--- src/rtl/cv32e40x_xif_result_fifo_pkg.sv ---
// Shared types and defaults for the eXtension-interface result FIFO.
// The struct here uses the default widths; the FIFO rebuilds the same
// layout locally from its own parameters.
package cv32e40x_xif_result_fifo_pkg;

    localparam int X_ID_WIDTH_DEFAULT  = 4;
    localparam int X_RFW_WIDTH_DEFAULT = 32;
    localparam int RD_WIDTH            = 5;

    // Result entry as carried from the coprocessor to write-back
    typedef struct packed {
        logic [X_ID_WIDTH_DEFAULT-1:0]  id;
        logic [X_RFW_WIDTH_DEFAULT-1:0] data;
        logic [RD_WIDTH-1:0]            rd;
        logic                           we;
        logic                           exc;
    } xif_result_t;

    localparam int XIF_RESULT_WIDTH = $bits(xif_result_t);

    // Packed width of one entry for arbitrary id/data widths
    function automatic int result_entry_width(input int id_w, input int rfw_w);
        return id_w + rfw_w + RD_WIDTH + 2;
    endfunction

endpackage

--- src/rtl/cv32e40x_xif_result_fifo.sv ---
// In-order result FIFO between the coprocessor result channel and WB.
// Results are accepted whenever space exists and presented to WB from a
// registered head entry; there is no empty-bypass, so a push becomes
// visible one cycle later. A flush discards everything.
module cv32e40x_xif_result_fifo
    import cv32e40x_xif_result_fifo_pkg::*;
#(
    parameter int DEPTH       = 2,
    parameter int X_ID_WIDTH  = X_ID_WIDTH_DEFAULT,
    parameter int X_RFW_WIDTH = X_RFW_WIDTH_DEFAULT
) (
    input  logic                     clk,
    input  logic                     rst_n,
    input  logic                     xif_result_valid_i,
    output logic                     xif_result_ready_o,
    input  logic [X_ID_WIDTH-1:0]    xif_result_id_i,
    input  logic [X_RFW_WIDTH-1:0]   xif_result_data_i,
    input  logic [RD_WIDTH-1:0]      xif_result_rd_i,
    input  logic                     xif_result_we_i,
    input  logic                     xif_result_exc_i,
    output logic                     wb_result_valid_o,
    input  logic                     wb_result_ready_i,
    output logic [X_ID_WIDTH-1:0]    wb_result_id_o,
    output logic [X_RFW_WIDTH-1:0]   wb_result_data_o,
    output logic [RD_WIDTH-1:0]      wb_result_rd_o,
    output logic                     wb_result_we_o,
    output logic                     wb_result_exc_o,
    input  logic                     flush_i,
    output logic [$clog2(DEPTH):0]   count_o,
    output logic                     overflow_o
);

    localparam int PTR_W   = $clog2(DEPTH);
    localparam int CNT_W   = PTR_W + 1;
    localparam int ENTRY_W = result_entry_width(X_ID_WIDTH, X_RFW_WIDTH);

    typedef struct packed {
        logic [X_ID_WIDTH-1:0]  id;
        logic [X_RFW_WIDTH-1:0] data;
        logic [RD_WIDTH-1:0]    rd;
        logic                   we;
        logic                   exc;
    } entry_t;

    entry_t             mem_q [DEPTH];
    entry_t             wr_entry;
    entry_t             head;
    logic [PTR_W-1:0]   wptr_q;
    logic [PTR_W-1:0]   rptr_q;
    logic [CNT_W-1:0]   count_q;
    logic               overflow_q;
    logic               push;
    logic               pop;

    // Handshake decode; ready depends only on the registered count
    always_comb begin
        xif_result_ready_o = (count_q < CNT_W'(DEPTH));
        wb_result_valid_o  = (count_q != '0);
        push               = xif_result_valid_i && xif_result_ready_o && !flush_i;
        pop                = wb_result_valid_o && wb_result_ready_i && !flush_i;
        wr_entry           = '{id:   xif_result_id_i,
                               data: xif_result_data_i,
                               rd:   xif_result_rd_i,
                               we:   xif_result_we_i,
                               exc:  xif_result_exc_i};
        head               = mem_q[rptr_q];
    end

    // Entry storage is deliberately left unreset
    always_ff @(posedge clk) begin
        if (push) begin
            mem_q[wptr_q] <= wr_entry;
        end
    end

    // Pointers and occupancy counter; flush overrides any handshake
    always_ff @(posedge clk or negedge rst_n) begin
        if (!rst_n) begin
            wptr_q  <= '0;
            rptr_q  <= '0;
            count_q <= '0;
        end else if (flush_i) begin
            wptr_q  <= '0;
            rptr_q  <= '0;
            count_q <= '0;
        end else begin
            if (push) begin
                wptr_q <= wptr_q + PTR_W'(1);
            end
            if (pop) begin
                rptr_q <= rptr_q + PTR_W'(1);
            end
            if (push && !pop) begin
                count_q <= count_q + CNT_W'(1);
            end else if (pop && !push) begin
                count_q <= count_q - CNT_W'(1);
            end
        end
    end

    // Sticky debug flag: coprocessor offered a result while we were full
    always_ff @(posedge clk or negedge rst_n) begin
        if (!rst_n) begin
            overflow_q <= 1'b0;
        end else if (xif_result_valid_i && !xif_result_ready_o) begin
            overflow_q <= 1'b1;
        end
    end

    assign count_o          = count_q;
    assign overflow_o       = overflow_q;
    assign wb_result_id_o   = head.id;
    assign wb_result_data_o = head.data;
    assign wb_result_rd_o   = head.rd;
    assign wb_result_we_o   = head.we;
    assign wb_result_exc_o  = head.exc;

`ifndef SYNTHESIS
    a_no_pop_empty: assert property (@(posedge clk) disable iff (!rst_n)
        pop |-> (count_q != '0));
    a_no_push_full: assert property (@(posedge clk) disable iff (!rst_n)
        push |-> (count_q < CNT_W'(DEPTH)));
    a_count_bound: assert property (@(posedge clk) disable iff (!rst_n)
        count_q <= CNT_W'(DEPTH));
    a_payload_stable: assert property (@(posedge clk) disable iff (!rst_n)
        (wb_result_valid_o && !wb_result_ready_i && !flush_i) |=>
        ($stable(head) && wb_result_valid_o));
`endif

endmodule

--- config.mk ---
export PLATFORM = sky130hd
export DESIGN_NAME = cv32e40x_xif_result_fifo
export DESIGN_NICKNAME = d
export VERILOG_FILES = /design/src/rtl/cv32e40x_xif_result_fifo_pkg.sv /design/src/rtl/cv32e40x_xif_result_fifo.sv
export SDC_FILE = /design/constraint.sdc
export NUM_CORES = 1
export LEC_CHECK = 0
export ABC_AREA = 0
export ABC_CLOCK_PERIOD_IN_PS = 5800
export BUFFER_PORTS_ARGS = -buffer_cell sky130_fd_sc_hd__buf_2
export CAP_MARGIN = 15
export CORE_MARGIN = 2
export CORE_UTILIZATION = 50
export DETAILED_ROUTE_END_ITERATION = 6
export GPL_ROUTABILITY_DRIVEN = 0
export GPL_TIMING_DRIVEN = 0
export PLACE_DENSITY = 0.77
export RECOVER_POWER = 50
export SYNTH_ARGS = -nofsm -noshare
export SYNTH_HDL_FRONTEND = slang
export SYNTH_SLANG_ARGS = --single-unit
--- constraint.sdc ---
create_clock -name clk -period 5.8 [get_ports clk]
set_input_delay 0.29 -clock clk [delete_from_list [all_inputs] [get_ports clk]]
set_output_delay 0.29 -clock clk [all_outputs]
set_load 0.02 [all_outputs]
==> out/summary.txt <==
Synth Register Bits: 91
RSZ-0062 raised after global routing: false
Synth-to-Final Area Change: 22.4%
kind of critical path: reg2out
Setup Fix Bufs, Post-CTS: 0
Critical Path RT: 5510 ps
Core Box Area: 6790 sq um
busiest layer in global routing: met2
H-Tree Depth: 3
# clock sinks: 91
routing usage on met1: 18.3%
I/O Buffers: 95
max frequency: 400 MHz
share of layout cells above drive strength 1: 49.6%
setup TNS: 0 ps
DP HPWL: 3920 um
Synth Net Count: 206
CTS Root Cell: clkbuf_8
largest net degree at the start of global routing: 16
DRC Markers: 0
Power Total: 0.00134 W
CTS tree: yes
clock skew: 8.09 ps
vias in the first global route: 1,795
M2 GR Usage: 24.1%
ys async rst share: 5.49%
Critical Path AT: 2210 ps
run status: complete, no violations
Cells after Synth: 158
clk slew on worst S/H paths: 90 ps
die area: 7740 sq um
initial antenna violation count: 0
clk_lat worst skew: 340 ps
Worst Reg-to-Reg Cells: 3
WL/cell: 15.0 um
synth warn: 0
FP Rows: 30
vias: 1,795
syn avg cell area: 22.3 sq um
placed insts: 355
Fin. Hold Viols: 0
sequential-to-total area share from yosys stat: 76.7%
die height: 88.0 um
Final ANT Viol Nets: 0
vias per cell: 4.83
IO Pins: 96
Clock Path Buffers: 2
hold depth: 1
peak supply drop: 0.000212 V
final net count: 319
PwrDens: 310 nW/um^2
number of enable flip-flop cells after synthesis: 86
final std cells w/o fill: 372
CTS buffer count: 9
# setup viols final: 0
critical path peak fanout: 10
Die W: 88.0 um
Crit. End Element: output port
diodes inserted: 0
measured slew at the worst slew-check pin: 1300 ps
Worst Hold Class: in2reg
leakage: 1.64 nW
startpoint types: flip-flop
Post-synth top flop: edfxtp_1
Global Route met3 Usage: 6.97%
number of max-cap violations: 0
Global Route Usage Sum: 15.1%
mapped cell area: 3530 sq um
starting DRC count in detailed routing: 62
first-pass GRT wire length: 8450 um
drt total wl: 5580 um
Tmin final: 2500 ps
final slew viol count: 0
Synth cell types: 20
filler cell count: 523
Relative slew margins: 12.6%
total gr overflow: 0
DRT Pass-1 Iters: 4
fin crit share: 43.1%
starting density of the core: 51.9%
-- area by class of cell --
| cell class | instances | area [sq um] | area share [%] |
|---|---|---|---|
| clock inverter | 6 | 63.8 | 1.48 |
| buffer | 5 | 33.8 | 0.782 |
| sequential | 91 | 2710 | 62.7 |
| multi-input combinational | 61 | 748 | 17.3 |
| tap | 96 | 120 | 2.78 |
| clock buffer | 10 | 128 | 2.96 |
| timing repair buffer | 102 | 513 | 11.9 |
| inverter | 1 | 3.75 | 0.0869 |
-- cells in the final DEF, fill, tap and decap left out, types with 3 or more instances in the layout --
cell type   n
buf_1       3
buf_2      69
buf_6       6
clkbuf_1   27
clkbuf_8    9
dfrtp_1     5
edfxtp_1   86
mux2_2      4
mux2_4     38
-- logic make-up (layout without fill, tap and decap cells) --
logic type                after synthesis  count (layout)  synth area share (%)
AOI/OAI and AO/OA                       5               5                 0.922
xor gates and xnor gates                2               2                 0.497
buffers and inverters                   6             124                  1.70
DFF                                    91              91                  76.7
muxes                                  44              44                  18.3
and+or+nand+nor                        10              10                  1.84
-- cell usage after synthesis, types with 2 or more instances --
master	number	area, sq um
edfxtp_1	86	2580
mux2_4	40	601
buf_6	5	56.3
dfrtp_1	5	125
mux2_2	4	45.0
nor2_1	2	7.51
o21ai_0	2	10.0
xor2_1	2	17.5
-- worst max-delay path, cell delays in order, from the launching register on --
cell	delay (ps)
dfrtp_1	330
clkbuf_1	370
clkbuf_1	640
mux2_1	380
buf_2	160
-- final timing paths --
kind / startpoint / to / slack, ps
min: xif_result_data_i[12] / mem_q[0][19] / 130
max in group asynchronous: rst_n / rptr_q / 5240
min in group asynchronous: rst_n / overflow_o / 340
max: rptr_q / wb_result_data_o[31] / 3300
min reg2reg: overflow_o / overflow_o / 490
max reg2reg: count_o[1] / mem_q[0][8] / 3380
-- per-stage QoR --
step | setup slack (ps) | hold slack [ps] | util [%] | cell area, sq um
after floorplan | 1430 | -5.59 | - | 3530
after global placement | -202 | 109 | 60.7 | 4120
after detailed placement | 3820 | 112 | 61.7 | 4190
after CTS | 3800 | 114 | 64.7 | 4400
after global routing | 3130 | 102 | 63.6 | 4320
final | 3300 | 129 | 63.6 | 4320
-- flip-flops by register name (all words and copies together), names as in the netlist --
name	cells
rptr_q	1
count_o	2
mem_q	86
wptr_q	1
overflow_o	1
-- repair_timing --
item                                   in CTS  in global routing
hold buffers                                1                  0
endpoints found under the hold margin       5                  0
resized for setup                           0                  0
-- report_power, final --
group	total, W	switching [W]	internal, W
clock network	0.000410	0.000210	0.000200
registers	0.000758	0.00000843	0.000750
logic	0.000169	0.0000925	0.0000763
-- layer usage --
layer	wire length, um	vias up
met3	491	7
met2	2660	75
met1	2380	871
met4	49	0
met5	0	-
li1	-	842
Power figures use the tool's default switching activity.
